File: src/rtl/mem_arbiter.sv
// mem_arbiter
//   Shares one backing memory port between the instruction fetcher (f_*)
//   and the data-memory access path (d_*) of the multi-cycle core.
//
//   Each side owns a one-deep pending slot that captures an order pulse. The
//   FSM serves one memory transaction at a time. When both sides are pending
//   it picks the side that was not granted last.
//
//   Ports:
//     clk, rstn                      clock, synchronous active-low reset
//     f_order, f_addr                fetch order pulse and address
//     f_inst, f_done                 fetched word (held) and completion pulse
//     d_order, d_we, d_addr, d_wdata data order pulse and its fields
//     d_rdata, d_done                read data (held) and completion pulse
//     m_req, m_we, m_addr, m_wdata   memory request (level) and its fields
//     m_rdata, m_ack                 memory read data and completion pulse
//     err                            sticky: an order was dropped on a full slot
//
//   Handshakes: an x_order is a single-cycle pulse, and its fields are
//   sampled in the same cycle. x_done is a single-cycle pulse, and its data
//   output is valid in that cycle and held afterwards. m_req is a level that
//   stays high until the memory answers with a one-cycle m_ack pulse. While
//   m_req=1, m_we, m_addr and m_wdata do not change. Any m_ack that arrives
//   while no request is outstanding is ignored.
module mem_arbiter #(
  parameter int ADDR_W = 32,
  parameter int DATA_W = 32
) (
  input  logic              clk,
  input  logic              rstn,
  input  logic              f_order,
  input  logic [ADDR_W-1:0] f_addr,
  output logic [DATA_W-1:0] f_inst,
  output logic              f_done,
  input  logic              d_order,
  input  logic              d_we,
  input  logic [ADDR_W-1:0] d_addr,
  input  logic [DATA_W-1:0] d_wdata,
  output logic [DATA_W-1:0] d_rdata,
  output logic              d_done,
  output logic              m_req,
  output logic              m_we,
  output logic [ADDR_W-1:0] m_addr,
  output logic [DATA_W-1:0] m_wdata,
  input  logic [DATA_W-1:0] m_rdata,
  input  logic              m_ack,
  output logic              err
);

  typedef enum logic [1:0] {
    IDLE   = 2'd0,
    BUSY_F = 2'd1,
    BUSY_D = 2'd2
  } state_t;

  state_t state, state_nxt;

  // Pending slots
  logic              pend_f, pend_d;
  logic [ADDR_W-1:0] slot_f_addr, slot_d_addr;
  logic              slot_d_we;
  logic [DATA_W-1:0] slot_d_wdata;

  // 1 = data side was granted most recently (reset value, so fetch wins the first tie)
  logic last_grant_d;

  logic grant_f, grant_d;

  // Next-state / grant decode
  always_comb begin
    state_nxt = state;
    grant_f   = 1'b0;
    grant_d   = 1'b0;
    case (state)
      IDLE: begin
        if (pend_f && (!pend_d || last_grant_d)) begin
          grant_f   = 1'b1;
          state_nxt = BUSY_F;
        end else if (pend_d) begin
          grant_d   = 1'b1;
          state_nxt = BUSY_D;
        end
      end
      BUSY_F, BUSY_D: begin
        if (m_ack) state_nxt = IDLE;
      end
      default: state_nxt = IDLE;
    endcase
  end

  always_ff @(posedge clk) begin
    if (!rstn) state <= IDLE;
    else       state <= state_nxt;
  end

  // Datapath, slots and registered outputs
  always_ff @(posedge clk) begin
    if (!rstn) begin
      pend_f       <= 1'b0;
      pend_d       <= 1'b0;
      slot_f_addr  <= '0;
      slot_d_addr  <= '0;
      slot_d_we    <= 1'b0;
      slot_d_wdata <= '0;
      last_grant_d <= 1'b1;
      m_req        <= 1'b0;
      m_we         <= 1'b0;
      m_addr       <= '0;
      m_wdata      <= '0;
      f_done       <= 1'b0;
      d_done       <= 1'b0;
      f_inst       <= '0;
      d_rdata      <= '0;
      err          <= 1'b0;
    end else begin
      f_done <= 1'b0;
      d_done <= 1'b0;

      if (grant_f) begin
        m_req        <= 1'b1;
        m_we         <= 1'b0;
        m_addr       <= slot_f_addr;
        m_wdata      <= '0;
        last_grant_d <= 1'b0;
      end
      if (grant_d) begin
        m_req        <= 1'b1;
        m_we         <= slot_d_we;
        m_addr       <= slot_d_addr;
        m_wdata      <= slot_d_wdata;
        last_grant_d <= 1'b1;
      end

      if (state == BUSY_F && m_ack) begin
        m_req  <= 1'b0;
        f_done <= 1'b1;
        f_inst <= m_rdata;
      end
      if (state == BUSY_D && m_ack) begin
        m_req  <= 1'b0;
        d_done <= 1'b1;
        // m_we still holds the granted slot's direction here
        if (!m_we) d_rdata <= m_rdata;
      end

      // A slot being granted on this edge counts as free, so an order that
      // lands on the grant edge refills it instead of being dropped.
      if (f_order && (!pend_f || grant_f)) begin
        pend_f      <= 1'b1;
        slot_f_addr <= f_addr;
      end else if (grant_f) begin
        pend_f <= 1'b0;
      end

      if (d_order && (!pend_d || grant_d)) begin
        pend_d       <= 1'b1;
        slot_d_addr  <= d_addr;
        slot_d_we    <= d_we;
        slot_d_wdata <= d_wdata;
      end else if (grant_d) begin
        pend_d <= 1'b0;
      end

      if ((f_order && pend_f && !grant_f) || (d_order && pend_d && !grant_d))
        err <= 1'b1;
    end
  end

endmodule
File: config.mk
export PLATFORM = sky130hd
export DESIGN_NAME = mem_arbiter
export DESIGN_NICKNAME = d
export VERILOG_FILES = /design/src/rtl/mem_arbiter.sv
export SDC_FILE = /design/constraint.sdc
export NUM_CORES = 1
export LEC_CHECK = 0
export ABC_AREA = 1
export CORE_MARGIN = 4
export CORE_UTILIZATION = 48
export CTS_CLUSTER_DIAMETER = 80
export DETAILED_ROUTE_END_ITERATION = 16
export PLACE_DENSITY = 0.86
export SYNTH_ARGS = -nofsm -noshare
export SYNTH_HDL_FRONTEND = slang
export SYNTH_SLANG_ARGS = --single-unit
File: constraint.sdc
create_clock -name clk -period 1.7 [get_ports clk]
set_input_delay 0.34 -clock clk [delete_from_list [all_inputs] [get_ports clk]]
set_output_delay 0.34 -clock clk [all_outputs]
set_load 0.01 [all_outputs]
Word-level counts from Yosys, hierarchy flattened
Index checks and enable logic that the tools add are counted.
{"block": "word_totals", "ff_bits": 235, "out_inout_bits": 133, "word_cells": 71}
{"block": "op_classes", "eq_ne": 4, "n_mux": 22, "n_bitwise": 2, "n_reduce_logical": 26}
{"cell": "$mux 32", "n": 4}
{"cell": "$mux 1", "n": 14}
{"cell": "$logic_and 1x1->1", "n": 9}
{"cell": "$mux 2", "n": 3}
{"cell": "$reduce_bool 2->1", "n": 3}
{"cell": "$logic_not 1->1", "n": 4}
{"cell": "$logic_or 1x1->1", "n": 4}
{"cell": "$pmux 2 s2", "n": 1}
{"cell": "$reduce_and 2->1", "n": 2}
{"cell": "$reduce_or 2->1", "n": 2}
{"cell": "$ne 3x3->1 const B", "n": 1}
{"cell": "$reduce_or 3->1", "n": 1}
{"cell": "$eq 2x1->1 const B", "n": 1}
{"cell": "$eq 2x2->1 const B", "n": 1}
{"cell": "$logic_not 2->1", "n": 1}
{"cell": "$ne 2x2->1 const B", "n": 1}
{"cell": "$not 1->1", "n": 2}

Longest topological paths before layout
Gate-level depths: netlist of the first run.
{"block": "depth", "depth_word": 8, "ltp_mapped": 10, "mapped_depth_nobuf": 8}

Worst setup path before layout of the first run
No wires, ideal clock.
{"block": "synth_timing", "kind": "register to register", "startpoint": "reg state[0]", "endpoint": "reg m_wdata[10]", "setup_ps": 70, "t_arrival_ps": 1402, "t_required_ps": 1630, "slack_ps": 228, "path_stages_with_launch": 9, "path_buffers": 3, "path_cell_list": "dfxtp_1 > inv_1 > ha_1 > buf_2 > nand2_1 > buf_2 > buf_2 > nand3_1 > a21oi_1"}
{"block": "synth_between", "elab_chain_len": 3}
{"item": "from (decl)", "line_no": "56", "source": "state_t state, state_nxt;"}
{"item": "from (signal assigned)", "line_no": "93", "source": "else state <= state_nxt;"}
{"item": "$logic_not 2->1 (*)", "line_no": "74", "source": "case (state)"}
{"item": "$mux 1", "line_no": "74"}
{"item": "$mux 32 or $reduce_bool 2->1 (tied branches)"}
{"item": "to (signal assigned)", "line_no": "130", "source": "m_wdata <= slot_d_wdata;"}
{"item": "to (decl)", "line_no": "44", "source": "output logic [DATA_W-1:0] m_wdata,"}
Mark *: on every way between the ends. The rest lies on a longest branch, timed or not.
A chain may end at the register's enable or synchronous reset.

Worst setup path after layout of the first run
{"block": "layout_timing", "startpoint": "reg m_we", "endpoint": "out m_we"}
{"item": "from (decl)", "line_no": "42", "source": "output logic m_we,"}
{"item": "from (signal assigned)", "line_no": "128", "source": "m_we <= slot_d_we;"}
No word-level cell between the ends.

==> flow_metrics.env, run 1 <==
export IMPL_r2r_start="state[1]"
export IMPL_post_place_cells=1807
export IMPL_clockBufferDepth=3
export IMPL_grt_max_degree=79
export IMPL_path_cells="dlygate4sd2_1"
export IMPL_gp_congestion=0.8094
export IMPL_finClkSkew_ns=0.01780
export IMPL_synth_compound_area_share_pct=11.17
export IMPL_ys_warnings_count=0
export IMPL_initial_core_util_pct=49.17
export IMPL_synth_simple_area_share_pct=28.05
export IMPL_holdCritStartpoint="rstn"
export IMPL_holdWs_ns=0.3560
export IMPL_cts_root_buf="clkbuf_16"
export IMPL_drive_above_1_share_pct=6.352
export IMPL_slew_headroom_pct=63.74
export IMPL_synthAdderAreaFrac_pct=0.3897
export IMPL_worst_path_max_fanout=3
export IMPL_drv_slew=0
export IMPL_status="completed"
export IMPL_max_freq_mhz=637.2
export IMPL_r2r_slack_ns=0.14
export IMPL_grt_antenna_before_repair=1
export IMPL_finalSetupViolCount=0
export IMPL_finalCriticalPeriod_ns=1.569
export IMPL_synthArstFlopShare_pct=0
export IMPL_netlist_area_sq_um=9632
export IMPL_routed_via_density=5.170
export IMPL_synth_nets=1481
export IMPL_overflow=0
export IMPL_clk_pin_slew_ns=0.06
export IMPL_wl_per_cell_microns=15.56
export IMPL_rr_endpoint="slot_d_wdata[30]"
export IMPL_finalCritPeriodShare_pct=92.31
export IMPL_worst_path_buf_inv=1
export IMPL_num_vias=9595
export IMPL_dieArea_sq_um=22400
export IMPL_worst_pin_slew_ns=0.5439
export IMPL_crit_arrival_ns=1.23
export IMPL_chipHeight_microns=149.7
export IMPL_pre_cts_ws_ns=-0.1610
export IMPL_fin_area_sq_um=13330
export IMPL_stdcell_count=1856
export IMPL_ff_latch_area_sq_um=4706
export IMPL_worstSetupStartpointType="register"
export IMPL_path_delay_family="flip-flops"
export IMPL_hpwl_microns=19210
export IMPL_p_leak_uw=0.006520
export IMPL_grt_pass1_wl_microns=45780
export IMPL_finalHoldViolCount=0
export IMPL_rsz0062_at_grt="yes"
export IMPL_grt_pass1_vias=9477
export IMPL_p_per_area_nw_per_um2=1058
export IMPL_cpMaxStageDelayCell="dfxtp_1"
export IMPL_holdPathStages=4
export IMPL_cts_buffers=24
export IMPL_cts_tree="built"
export IMPL_cts_max_level=1
export IMPL_multi_input_area_sq_um=3872
export IMPL_core_area_sq_um=19590
export IMPL_rows=51
export IMPL_drc=0
export IMPL_crit_type="reg -> out"
export IMPL_fin_nets=1711
export IMPL_dr_pass1_iters=5
export IMPL_max_cap_violations=0
export IMPL_place_area_sq_um=12650
export IMPL_yosysSeqAreaShare_pct=48.84
export IMPL_setup_slack_ns=0.1307
export IMPL_fillers=1651
export IMPL_ioPinCount=267
export IMPL_drt_wl_total_microns=28890
export IMPL_grt_use_total_pct=24.64
export IMPL_synth_avg_cell_area_sq_um=7.166
export IMPL_drtIter0Drc=593
export IMPL_synth_distinct_cells=21
export IMPL_portBuffers=266
export IMPL_ir_worst_vdd_mv=0.8186
export IMPL_worstPathRequired_ns=1.36
export IMPL_synth_xor_area_share_pct=0
export IMPL_synth_mux_area_share_pct=0
export IMPL_synth_cells=1344
export IMPL_area_growth_pct=38.43
export IMPL_hold_path_class="in -> reg"
export IMPL_synth_edf_count=0
export IMPL_synth_ff_latch_count=235
export IMPL_synthFlopType="dfxtp_1"
export IMPL_worstSkewPairLatency_ns=0.51
export IMPL_critPathCaptureType="output port"
export IMPL_slowest_delay_ns=0.40
export IMPL_drtAntennaViolNets=0
export IMPL_reg2regPathDepth=8
export IMPL_clock_sinks=235
export IMPL_min_to="slot_d_addr[30]"
export IMPL_die_x_microns=149.7
export IMPL_synth_top_family_by_area="simple AND/OR/NAND/NOR gates"
export IMPL_final_util_pct=68.06
==> registers in the layout (all words and copies together), names as in the netlist <==
name          count
slot_d_addr      32
slot_d_wdata     32
d_rdata          32
pend_f            1
err               1
slot_d_we         1
slot_f_addr      32
m_addr           32
state             2
m_we              1
m_req             1
f_inst           32
f_done            1
last_grant_d      1
pend_d            1
d_done            1
m_wdata          32
==> Yosys cell counts, types with 4 or more instances <==
library cell  instances  share of area [%]
a21oi_1             156                8.1
buf_1                21               0.82
buf_2                16               0.83
buf_4                16                1.2
clkbuf_1             57                2.2
dfxtp_1             235                 49
inv_1               160                6.2
inv_2                 4               0.16
nand2_1             197                7.7
nand3_1             229                 12
nand4_1              32                2.1
nor2_1              156                6.1
o21ai_0              54                2.8
==> cell type report <==
type                            instances  area share [%]
Antenna cell                            1         0.01877
Clock buffer                           34           5.096
Clock inverter                          8          0.6757
Inverter                              165           4.702
Multi-Input combinational cell        834           29.04
Sequential cell                       235           35.29
Tap cell                              265           2.487
Timing Repair Buffer                  311           22.53
Timing Repair inverter                  3          0.1502
==> power breakdown <==
group | switching [uW] | internal, uW | leakage, uW
Sequential | 253 | 5960 | 0.00193
Combinational | 1540 | 1140 | 0.00421
Clock | 2130 | 3080 | 0.000382
Total | 3930 | 10200 | 0.00652
==> cell usage in the layout (no fill, tap or decap), types with 33 or more instances in the layout <==
cell,n
inv_1,159
clkdlybuf4s50_1,131
nor2_1,155
dfxtp_1,234
nand3_1,229
a21oi_1,156
dlygate4sd2_1,133
o21ai_0,54
nand2_1,195
buf_4,33
==> cells by family (layout without fill, tap and decap cells) <==
family                   after synthesis  in the layout
flip-flops                           235            235
AO/OA/AOI/OAI                        213            213
AND/OR/NAND/NOR                      618            618
adder cells (fa/ha/maj)                3              3
buffers and inverters                275            521
other                                  0              1
==> per-stage QoR <==
stage | TNS, ns | total power (uW)
detailed placement | -3.020 | 9091
floorplan | 0 | 7780
global placement | -0.8080 | 9021
finish | 0 | 14100
global route | -0.02697 | 14740
CTS | 0 | 14120
==> routing by layer <==
metal  track usage, %  up-vias  routed length (microns)
met4            8.280        0                      843
met1            29.95     4380                    11620
met2            42.76      372                    13960
met3            6.087       65                     2466
met5                0        -                        0
li1                 -     4778                        -
==> repair_timing <==
item / 4_1_cts / 5_1_grt
resized for setup: 133 / 8
hold buffers: 0 / 0
endpoints found under the setup margin: 133 / 93
pin swaps: 0 / 2
setup buffers: 0 / 3
gates cloned: 0 / 3
==> tightest hold or removal path: cells and delay by family <==
kind,cells,cell delay [ns]
buf+inv,2,0.35
simple gates,2,0.13
==> worst max path at each step <==
stage | cells after the start | startpoint | endpoint
after floorplan | 8 | state[0] | m_wdata[10]
after global placement | 6 | m_ack | d_rdata[24]
after detailed placement | 6 | m_ack | d_rdata[28]
after CTS | 8 | state[1] | slot_d_wdata[11]
after global routing | 7 | state[0] | d_rdata[7]
final | 1 | m_we | m_we
(Power assumes the default switching activity.)
==> run 2: changes to the inputs <==
--- a/config.mk
+++ b/config.mk
@@ -5,9 +5,8 @@
 export SDC_FILE = /design/constraint.sdc
 export NUM_CORES = 1
 export LEC_CHECK = 0
-export ABC_AREA = 1
 export CORE_MARGIN = 4
-export CORE_UTILIZATION = 48
+export CORE_UTILIZATION = 47
 export CTS_CLUSTER_DIAMETER = 80
 export DETAILED_ROUTE_END_ITERATION = 16
 export PLACE_DENSITY = 0.86
==> flow_metrics.env, run 2 <==
export IMPL_synth_avg_cell_area_sq_um=9.705
export IMPL_finalCritPeriodShare_pct=95.54
export IMPL_worstSkewPairLatency_ns=0.50
export IMPL_power_share_clock_pct=38.1
export IMPL_path_cells="inv_2 -> ha_4 -> a21bo_4 -> a21boi_4 -> buf_12 -> buf_12 -> mux2i_2"
export IMPL_r2r_start="state[0]"
export IMPL_num_vias=7575
export IMPL_cts_max_level=1
export IMPL_r2r_slack_ns=0.08
export IMPL_netlist_area_sq_um=8851
export IMPL_slowest_delay_ns=0.32
export IMPL_finClkSkew_ns=0.009655
export IMPL_hpwl_microns=16370
export IMPL_finalCriticalPeriod_ns=1.624
export IMPL_rows=49
export IMPL_multi_input_area_sq_um=3767
export IMPL_combPwrFrac_pct=18.7
export IMPL_holdCritStartpoint="rstn"
export IMPL_die_x_microns=145.2
export IMPL_dieArea_sq_um=21090
export IMPL_p_per_area_nw_per_um2=1136
export IMPL_cts_tree="built"
export IMPL_synthTopCellsByCount="nand2_1, dfxtp_1, mux2i_1"
export IMPL_synth_cells=912
export IMPL_cp_common_cell="buf_12"
export IMPL_ff_latch_area_sq_um=4705
export IMPL_pwr_share_seq_pct=43.3
export IMPL_wl_per_cell_microns=17.57
export IMPL_holdWs_ns=0.1537
export IMPL_clockBufferDepth=3
export IMPL_min_to="state[1]"
export IMPL_holdPathStages=3
export IMPL_status="completed"
export IMPL_fin_nets=1295
export IMPL_post_synth_top_area_cell="dfxtp_1"
export IMPL_slew_headroom_pct=73.01
export IMPL_synthArstFlopShare_pct=0
export IMPL_cts_buffers=24
export IMPL_worstSetupStartpointType="register"
export IMPL_antenna_cells=0
export IMPL_drtIter0Drc=380
export IMPL_routed_via_density=5.399
export IMPL_synthTopCellsByArea="dfxtp_1, nand2_1, mux2i_1, a221o_1, a32oi_1"
export IMPL_switching_share_pct=25.86
export IMPL_ys_warnings_count=0
export IMPL_tns_ns=0
export IMPL_clock_sinks=235
export IMPL_drt_wl_total_microns=24650
export IMPL_grt_use_total_pct=22.04
export IMPL_synth_nets=1049
export IMPL_worst_path_max_fanout=12
export IMPL_reg2regPathDepth=7
export IMPL_max_freq_mhz=615.7
export IMPL_chipHeight_microns=145.2
export IMPL_final_cell_mix="nand2_1, dfxtp_1, clkdlybuf4s50_1, dlygate4sd2_1, mux2i_1"
export IMPL_finalSetupViolCount=0
export IMPL_synth_distinct_cells=33
export IMPL_portBuffers=266
export IMPL_clk_pin_slew_ns=0.06
export IMPL_drive_above_1_share_pct=7.411
export IMPL_dr_pass1_iters=5
export IMPL_initial_core_util_pct=48.45
export IMPL_overflow=0
export IMPL_hold_path_class="in -> reg"
export IMPL_setup_slack_ns=0.07590
export IMPL_worstPathRequired_ns=2.12
export IMPL_finalHoldViolCount=0
export IMPL_drtAntennaViolNets=0
export IMPL_ir_worst_vdd_mv=0.7034
export IMPL_synthFlopType="dfxtp_1"
export IMPL_cpMaxStageDelayCell="dfxtp_1"
export IMPL_fillers=1417
export IMPL_grt_antenna_before_repair=0
export IMPL_total_power_uw=14360
export IMPL_grt_max_degree=72
export IMPL_gp_congestion=0.8122
export IMPL_synth_most_common_cell="nand2_1"
export IMPL_mostFrequentLayoutCell="nand2_1"
export IMPL_grt_pass1_vias=7660
export IMPL_worst_pin_slew_ns=0.4048
export IMPL_core_area_sq_um=18270
export IMPL_max_cap_violations=0
export IMPL_cts_hold_buf=0
export IMPL_drv_slew=0
export IMPL_drc=0
export IMPL_pre_cts_ws_ns=-0.03070
export IMPL_area_growth_pct=42.82
export IMPL_rr_endpoint="slot_d_addr[11]"
export IMPL_p_int_uw=10640
export IMPL_p_leak_uw=0.005649
export IMPL_yosysSeqAreaShare_pct=53.15
export IMPL_crit_arrival_ns=2.04
export IMPL_crit_type="reg -> reg"
export IMPL_ioPinCount=267
export IMPL_synth_top_area_share_pct=53.15
export IMPL_grt_pass1_wl_microns=39800
export IMPL_synth_edf_count=0
export IMPL_cts_root_buf="clkbuf_16"
export IMPL_critPathCaptureType="register"
export IMPL_power_switching_uw=3712
export IMPL_synth_ff_latch_count=235
## run 2: final cells by class
type                            instances  share of cell area, %
Sequential cell                       235                  37.22
Timing Repair Buffer                  301                  23.88
Tap cell                              229                  2.267
Clock buffer                           35                  5.959
Clock inverter                          7                 0.7226
Multi-Input combinational cell        591                  29.80
Inverter                                5                 0.1485
## run 2: power by group through the flow
stage	Clock [uW]	Sequential (uW)	Combinational, uW
final	5460	6210	2680
after CTS	5560	6210	2660
after global placement	0	6310	2700
after global routing	5810	6260	2890
after floorplan	0	6380	1360
after detailed placement	0	6330	2760
## run 2: through the flow
stage | area [sq um] | std cells | utilization, %
4_1_cts | 12600 | 1402 | 68.98
6_report | 12640 | 1403 | 69.19
2_1_floorplan | 8851 | 912 | -
5_1_grt | 12640 | 1403 | 69.19
3_3_place_gp | 11910 | 1360 | 65.20
3_5_place_dp | 11910 | 1360 | 65.20
## run 2: timing repair
item,4_1_cts,5_1_grt
buffers inserted,0,0
gates cloned,0,1
pin swaps,0,1
endpoints found under the setup margin,165,31
resized for setup,134,5
hold endpoints to repair,0,0
## run 2: cells by family after synthesis
logic type / Yosys count / synth area share [%]
compound gates: 143 / 13.92
buf+inv: 86 / 4.820
fa+ha+maj: 3 / 0.4241
mux: 99 / 11.20
simple gates: 346 / 16.48
flops: 235 / 53.15
## run 2: per-layer routing
layer | track usage, % | vias up | share of wire, %
li1 | - | 3645 | -
met1 | 28.22 | 3603 | 42
met2 | 36.85 | 274 | 49
met3 | 5.394 | 53 | 7.0
met4 | 6.980 | 0 | 2.7
met5 | 0 | - | 0
## run 2: critical path, delay by kind of cell, from the launching register on
kind | cells | cell delay (ns)
AO/OA/AOI/OAI | 2 | 0.43
buffers and inverters | 3 | 0.41
flip-flops | 1 | 0.32
multiplexers | 1 | 0.21
adder cells (fa/ha/maj) | 1 | 0.17
## run 2: how the worst max path moves through the flow
stage	endpoint	slack [ns]	cells after the start	start
after detailed placement	slot_f_addr[23]	-0.03	5	f_order
after global placement	slot_d_addr[1]	0.06	7	state[0]
after CTS	f_done	0.009	1	f_done
after floorplan	m_addr[10]	0.005	8	state[0]
after global routing	slot_d_addr[26]	-0.0005	7	state[0]
final	slot_d_addr[11]	0.08	7	state[0]
==> run 3: changes to the inputs <==
--- a/config.mk
+++ b/config.mk
@@ -5,9 +5,8 @@
 export SDC_FILE = /design/constraint.sdc
 export NUM_CORES = 1
 export LEC_CHECK = 0
-export CORE_MARGIN = 4
-export CORE_UTILIZATION = 47
-export CTS_CLUSTER_DIAMETER = 80
+export ABC_AREA = 1
+export CORE_UTILIZATION = 48
 export DETAILED_ROUTE_END_ITERATION = 16
 export PLACE_DENSITY = 0.86
 export SYNTH_ARGS = -nofsm -noshare
==> flow_metrics.env, run 3 (synthesis results as in run 1) <==
export IMPL_status="completed"
export IMPL_area_growth_pct=39.48
export IMPL_fin_nets=1706
export IMPL_holdWs_ns=0.2887
export IMPL_routed_via_density=5.251
export IMPL_pwr_share_seq_pct=42.0
export IMPL_drtIter0Drc=597
export IMPL_final_cell_mix="dfxtp_1, nand3_1, nand2_1, inv_1, a21oi_1"
export IMPL_rsz0062_at_grt="no"
export IMPL_max_cap_violations=0
export IMPL_grt_antenna_before_repair=1
export IMPL_final_util_pct=68.58
export IMPL_worstSetupStartpointType="register"
export IMPL_post_place_cells=1806
export IMPL_finClkSkew_ns=0.007629
export IMPL_num_vias=9736
export IMPL_drive_above_1_share_pct=6.490
export IMPL_cts_tree="built"
export IMPL_overflow=0
export IMPL_finalCriticalPeriod_ns=1.573
export IMPL_worst_path_buf_inv=3
export IMPL_stdcell_count=1854
export IMPL_crit_arrival_ns=2.01
export IMPL_cts_buffers=24
export IMPL_slew_headroom_pct=70.55
export IMPL_power_share_clock_pct=39.9
export IMPL_grt_pass1_wl_microns=44650
export IMPL_drv_slew=0
export IMPL_worstPathRequired_ns=2.13
export IMPL_ir_worst_vdd_mv=0.8255
export IMPL_cpMaxStageDelayCell="dfxtp_1"
export IMPL_clock_sinks=235
export IMPL_drtAntennaViolNets=0
export IMPL_clk_pin_slew_ns=0.06
export IMPL_dr_pass1_iters=8
export IMPL_p_per_area_nw_per_um2=1101
export IMPL_tns_ns=0
export IMPL_cts_max_level=1
export IMPL_clockBufferDepth=3
export IMPL_grt_pass1_vias=9326
export IMPL_switching_share_pct=26.98
export IMPL_slowest_delay_ns=0.33
export IMPL_hpwl_microns=18470
export IMPL_finalCritPeriodShare_pct=92.54
export IMPL_total_power_uw=14790
export IMPL_gp_congestion=0.8355
export IMPL_drt_wl_total_microns=28380
export IMPL_crit_type="reg -> reg"
export IMPL_power_switching_uw=3990
export IMPL_core_area_sq_um=19590
export IMPL_ioPinCount=267
export IMPL_mostFrequentLayoutCell="dfxtp_1"
export IMPL_portBuffers=266
export IMPL_wl_per_cell_microns=15.31
export IMPL_die_x_microns=143.7
export IMPL_critPathCaptureType="register"
export IMPL_path_delay_family="buffers and inverters"
export IMPL_p_leak_uw=0.006577
export IMPL_drc=0
export IMPL_dieArea_sq_um=20640
export IMPL_initial_core_util_pct=49.17
export IMPL_finalSetupViolCount=0
export IMPL_grt_use_total_pct=26.68
export IMPL_max_freq_mhz=635.7
export IMPL_path_cells="inv_1 -> ha_1 -> nand2_1 -> nor2_2 -> buf_12 -> buf_4 -> o21ai_0 -> a21oi_1"
export IMPL_cts_setup_buffers=0
export IMPL_combPwrFrac_pct=18.0
export IMPL_rows=51
export IMPL_finalHoldViolCount=0
export IMPL_p_int_uw=10800
export IMPL_worstSkewPairLatency_ns=0.51
export IMPL_grt_max_degree=99
export IMPL_hold_path_class="in -> reg"
export IMPL_worst_path_max_fanout=22
export IMPL_chipHeight_microns=143.7
export IMPL_worst_pin_slew_ns=0.4417
export IMPL_cts_root_buf="clkbuf_16"
[run 3: cell types whose count changed in the layout (fill, tap and decap cells not counted), moves of 33 or more]
cell / previous run / this run
a21oi_1: 4 / 156
a32oi_1: 33 / 0
inv_1: 3 / 159
mux2i_1: 98 / 0
nand2_1: 266 / 195
nand3_1: 1 / 229
nor2_1: 1 / 155
nor2b_1: 35 / 0
o21ai_0: 1 / 54
[run 3: through the flow]
stage / area [sq um] / setup slack (ns)
global route: 13430 / 0.003141
finish: 13430 / 0.1269
global placement: 12630 / -0.07349
CTS: 13380 / 0.009907
detailed placement: 12630 / -0.1420
floorplan: 9632 / 0.2277
[run 3: timing repair]
action	4_1_cts	5_1_grt
resized for setup	132	10
pin swaps	0	0
endpoints found under the setup margin	132	46
gates cloned	0	2
endpoints found under the hold margin	0	0
hold buffers	0	0
[run 3: power by group through the flow]
stage          Combinational, uW  Clock (uW)  Sequential [uW]
2_1_floorplan               1410           0             6370
3_3_place_gp                2690           0             6320
3_5_place_dp                2740           0             6330
4_1_cts                     2620        5950             6210
5_1_grt                     2920        6180             6260
6_report                    2660        5910             6220
[run 3: layout make-up]
class / count / area (sq um)
repair inverters: 2 / 12.51
clock inverters: 7 / 137.6
fillers: 1625 / 6156
multi-input cells: 834 / 3867
repair buffers: 307 / 2977
clock buffers: 37 / 770.7
diodes: 2 / 5.005
inverters: 165 / 626.9
flip-flops and latches: 235 / 4706
well taps: 265 / 331.6
[run 3: path summary, 6_finish.rpt]
check	startpoint	to	slack, ns	cells after the start
hold reg to reg	slot_d_wdata[20]	m_wdata[20]	0.46	2
hold / removal	d_order	slot_d_addr[11]	0.29	3
setup / recovery	state[0]	d_rdata[18]	0.13	8
setup reg to reg	state[0]	d_rdata[18]	0.13	8
[run 3: metal layers]
metal / global-route usage (%) / up-vias / wire, microns
li1: - / 4760 / -
met4: 11.14 / 0 / 983
met1: 32.11 / 4433 / 11570
met5: 0 / - / 0
met3: 6.231 / 84 / 2366
met2: 45.58 / 459 / 13460
[run 3: worst reg2reg max path: stages (launching register included)]
cell	delay, ns
dfxtp_1	0.33
inv_1	0.12
ha_1	0.16
nand2_1	0.09
nor2_2	0.15
buf_12	0.15
buf_4	0.23
o21ai_0	0.12
a21oi_1	0.16
==> variant 1, RTL diff (config.mk and constraints of run 2) <==
Change the parameter `ADDR_W` from 32 to 16.
--- a/src/rtl/mem_arbiter.sv
+++ b/src/rtl/mem_arbiter.sv
@@ -23,7 +23,7 @@
 //   m_req=1, m_we, m_addr and m_wdata do not change. Any m_ack that arrives
 //   while no request is outstanding is ignored.
 module mem_arbiter #(
-  parameter int ADDR_W = 32,
+  parameter int ADDR_W = 16,
   parameter int DATA_W = 32
 ) (
   input  logic              clk,
Ports: changed (resized d_addr, f_addr and m_addr); port bits go from 267 to 219. The function was not compared with the original's and may differ.
==> variant 1 against run 2 <==
  * Area after synthesis fell by 21%
  * Largest cell class unchanged
  * Total power is 23% lower
  * Synthesized cell count fell by 21%
  * Cell count is 21% lower
  * Combinational power down 15%
  * Sequential cell count down 48
  * Wire length decreased by 23%
  * Design area fell by 19%
  * Critical path type is now flip-flop to primary output
  * Utilization rose by 0.67 points
  * Sequential share of layout area fell by 0.48 points
  * Critical endpoint is now f_inst[25]
  * Worst setup slack got worse by 0.044 ns
==> variant 1: results (changes against run 2) <==
globalplace.congestion: 0.796  # -2.0%
initial_core_util_pct: 48.1  # -0.38 points
wl_per_cell_um: 17.0  # -3.2%
routed_via_density: 5.31  # -1.7%
ys_warn_count: 0  # unchanged
antenna_found_initial: 0  # unchanged
dpl.hpwl_mm: 12.1  # -26%
use_met2_pct: 35.1  # -1.8 points
nets: 1026  # -21%
drive_gt1_share_pct: 7.42  # +0.0088 points
grt_use_met3_pct: 5.28  # -0.11 points
fillers: 1081  # -24%
clkLatencyLatePin_ns: 0.42  # -0.08 ns
htree_num_levels: 4  # +3
grt_max_degree: 72  # unchanged
swShare_pct: 26.0  # +0.15 points
tightest_slew_ns: 0.650  # +0.245 ns
cts_root_buf: "clkbuf_16"
path_delay_family: "buffers and inverters"
outcome: "finished, final reports clean"
synth.area.top_cells: "dfxtp_1, nand2_1, mux2i_1"
grt_pass1_vias: 5703  # -26%
drtIter0Drc: 383  # +0.79%
p_leak_nw: 4.40  # -22%
hold_class: "input port to flip-flop"
use_met1_pct: 27.1  # -1.1 points
synth.distinct_cells: 36  # +9.1%
portBuffers: 218  # -18%
cts.path.max_buffers: 2  # -1
syn_nets: 823  # -22%
r2r_slack_ns: 0.05  # -0.03 ns
crit_fanout: 2  # -10
diodes: 0  # unchanged
critPathMaxStageDelay_ns: 0.55  # +0.23 ns
numCtsBuffers: 17  # -29%
vdd_drop_max_uv: 780  # +11%
cts_tree: "yes"
synth_common_cells: "nand2_1, dfxtp_1, mux2i_1, clkbuf_1, nor2b_1"
fmax_mhz: 600  # -2.6%
cp_slowest_cell: "clkdlybuf4s50_1"
worstPathArrival_ns: 1.33  # -0.71 ns
grt_pass1_wl_mm: 28.7  # -28%
path_clk_slew_ns: 0.07
yosysSeqAreaShare_pct: 53.4  # +0.24 points
grt_use_total_pct: 21.3  # -0.78 points
finalClockSkew_ns: 0.00685  # -0.00281 ns
place_ws_ns: -0.0513  # -0.0206 ns
## variant 1: changes by cell type in the layout (fill, tap and decap cells not counted), moves of 26 or more
cell / delta
clkdlybuf4s50_1: +54
dfxtp_1: -48
dlygate4sd2_1: -128
dlymetal6s2s_1: +26
mux2i_1: -33
nand2_1: -64
## variant 1: what timing repair did
action,4_1_cts,5_1_grt
setup buffers,2,2
cloned,1,2
pin swaps,1,2
hold buffers,0,0
endpoints found under the setup margin,49,74
gates resized for setup,8,33
## variant 1: worst paths after layout
| path | start | endpoint | depth (start not counted) |
|---|---|---|---|
| setup reg to reg | state[1]$_SDFFE_PN0P_ | slot_d_wdata[1]$_SDFFE_PN0P_ | 6 |
| setup / recovery | f_inst[25]$_SDFFE_PN0P_ | f_inst[25] | 1 |
| hold / removal | rstn | last_grant_d$_SDFFE_PP1P_ | 2 |
| hold reg to reg | m_req$_SDFFE_PP0P_ | m_req$_SDFFE_PP0P_ | 2 |
## variant 1: per-stage QoR
| stage | area, um2 | std cells | utilization, % | hold slack (ns) | TNS, ns |
|---|---|---|---|---|---|
| after floorplan | 7010 | 718 | - | 0.435 | 0 |
| after CTS | 10000 | 1110 | 68.8 | 0.197 | 0 |
| after global placement | 9410 | 1079 | 64.5 | 0.434 | 0 |
| after global routing | 10200 | 1114 | 69.9 | 0.214 | -0.0726 |
| after detailed placement | 9410 | 1079 | 64.5 | 0.443 | -0.709 |
| final | 10200 | 1114 | 69.9 | 0.218 | 0 |
## variant 1: logic make-up (layout without fill, tap and decap cells)
family	count (synthesis)	in the layout	synth area share (%)
AO/OA/AOI/OAI	127	127	15.5
buffers and inverters	68	280	4.82
AND/OR/NAND/NOR	266	266	16.2
adder cells (fa/ha/maj)	3	3	0.535
multiplexers	67	67	9.56
flip-flops	187	187	53.4
## variant 1: power groups by stage
stage / clock, mW / combinational (mW) / sequential [mW]
5_1_grt: 4.10 / 2.44 / 4.96
4_1_cts: 3.93 / 2.21 / 4.92
3_5_place_dp: 0 / 2.14 / 5.01
3_3_place_gp: 0 / 2.11 / 5.00
2_1_floorplan: 0 / 1.07 / 5.06
6_report: 3.87 / 2.27 / 4.93
## variant 1: metal layers
layer  routed length, um  up-vias
met4                 262        0
met2                9010      208
met5                   0        -
met3                1430       23
met1                8230     2796
li1                    -     2888
## variant 1: final cells by class
cell class	instances	area, um2	area share [%]
Clock buffer	21	480	4.71
Tap cell	184	230	2.26
Timing Repair Buffer	247	2660	26.1
Inverter	5	18.8	0.184
Clock inverter	7	92.6	0.909
Multi-Input combinational cell	463	2970	29.1
Sequential cell	187	3740	36.7
==> variant 2, RTL diff (flow settings as in run 2) <==
Made on the original files. Encoding of `state_t`: now one-hot (3 bits for 3 states).
--- a/src/rtl/mem_arbiter.sv
+++ b/src/rtl/mem_arbiter.sv
@@ -47,10 +47,10 @@
   output logic              err
 );
 
-  typedef enum logic [1:0] {
-    IDLE   = 2'd0,
-    BUSY_F = 2'd1,
-    BUSY_D = 2'd2
+  typedef enum logic [2:0] {
+    IDLE   = 3'b001,
+    BUSY_F = 3'b010,
+    BUSY_D = 3'b100
   } state_t;
 
   state_t state, state_nxt;
Check against the original RTL: no difference found for any inputs over 4 cycles, from zero or initial values and one cycle with rstn low; so few cycles prove little.
==> variant 2 against run 2 <==
  * Sequential share of layout area up 1.4 points
  * Die area down 3.9%
  * Largest cell class unchanged
  * Largest power group unchanged
  * Worst setup slack worse by 0.016 ns
  * Utilization up 0.75 points
  * Wire length down 2.3%
  * Count of clock-buffer cells in the layout down 1
  * Total power down 8.8%
  * Area after synthesis down 4.1%
  * Sequential cell count up 1
  * Design area down 3.3%
==> variant 2: results (changes against run 2) <==
wirelength_mm: 24.1  # -2.3%
tightest_slew_ns: 0.338  # -0.0669 ns
vias: 7652  # +1.0%
ys_warn_count: 0  # unchanged
dpl.hpwl_mm: 16.0  # -2.3%
critPathMaxStageDelay_ns: 0.34  # +0.02 ns
path_clk_slew_ns: 0.06  # about the same
drive_gt1_share_pct: 7.22  # -0.19 points
place_ws_ns: -0.106  # -0.0749 ns
synth.area.top_cells: "dfxtp_1, nand3_1, nand2_1"
synth.distinct_cells: 32  # -3.0%
fillers: 1339  # -5.5%
grt_pass1_wl_mm: 38.0  # -4.5%
whs_ns: 0.181  # +0.0269 ns
yosysSeqAreaShare_pct: 55.7  # +2.5 points
worstPathArrival_ns: 2.02  # -0.02 ns
finalClockSkew_ns: 0.0132  # +0.00358 ns
crit_fanout: 23  # +11
globalplace.congestion: 0.770  # -5.2%
antenna_found_initial: 1  # +1
grt_use_total_pct: 22.6  # +0.55 points
dr.pass1.iters: 4  # -1
syn_nets: 1052  # +0.29%
synth_common_cells: "dfxtp_1, nand2_1, nand3_1, o21ai_0, clkbuf_1"
drtIter0Drc: 374  # -1.6%
p_leak_nw: 5.41  # -4.2%
outcome: "finished, final reports clean"
portBuffers: 266  # unchanged
startpoint: "state[1]$_SDFFE_PN0P_"
r2r_slack_ns: 0.06  # -0.02 ns
grt_pass1_vias: 7586  # -0.97%
nets: 1293  # -0.15%
period_share_pct: 96.5  # +0.93 points
vdd_drop_max_uv: 936  # +33%
grt_max_degree: 90  # +25%
==> variant 2: cell types whose count changed in the layout (fill, tap and decap cells not counted), sizes merged, moves of 5 or more <==
cell,change
mux2i,-99
inv,-5
a22oi,+33
o21ai,+68
nand2,-102
nand3,+128
and3,+31
nor3,-30
a32oi,-32
==> variant 2: kinds of logic after synthesis <==
logic type,synth area share (%)
AOI/OAI and AO/OA,18.2
xor gates and xnor gates,0.103
buffers and inverters,4.70
DFF,55.7
and+or+nand+nor,21.3
==> variant 2: critical path: cells and delay by family (launching register included) <==
family	cells	cell delay, ns
flops	1	0.34
compound gates	2	0.34
buf+inv	2	0.41
simple gates	2	0.43
==> variant 2: cell type report <==
type	count	share of cell area [%]
diodes	1	0.0205
clock buffers	34	5.64
clock inverters	10	1.25
inverters	1	0.0307
multi-input cells	595	27.9
flip-flops and latches	236	38.7
well taps	225	2.30
repair buffers	301	24.2
==> variant 2: what timing repair did <==
| action | CTS | global route |
|---|---|---|
| cloned | 0 | 1 |
| setup endpoints to repair | 132 | 33 |
| setup buffers | 0 | 0 |
| resized for setup | 132 | 3 |
==> variant 2: final timing paths <==
| kind | endpoint | depth (start not counted) |
|---|---|---|
| hold / removal | pend_f$_SDFFE_PN0P_ | 2 |
| setup reg to reg | m_addr[22]$_SDFFE_PN0P_ | 6 |
| setup / recovery | m_addr[22]$_SDFFE_PN0P_ | 6 |
| hold reg to reg | m_req$_SDFFE_PP0P_ | 2 |
==> variant 2: per-layer routing <==
metal | track usage, % | share of wire [%] | vias up
li1 | - | - | 3713
met1 | 27.4 | 40 | 3583
met2 | 38.5 | 49 | 286
met3 | 5.75 | 7.8 | 70
met4 | 8.95 | 4.1 | 0
met5 | 0 | 0 | -
==> variant 2: per-stage QoR <==
stage | power [mW] | utilization, % | cell area (um2) | cells
after CTS | 13.2 | 69.8 | 12200 | 1401
after floorplan | 6.82 | - | 8490 | 918
final | 13.1 | 69.9 | 12200 | 1403
after global placement | 7.64 | 66.0 | 11500 | 1357
after global routing | 13.6 | 69.9 | 12200 | 1403
after detailed placement | 7.68 | 66.0 | 11500 | 1357
==> variant 2: where the power goes <==
group | switching [mW] | internal (mW)
registers | 0.160 | 5.84
logic | 0.777 | 0.751
clock network | 2.13 | 3.43
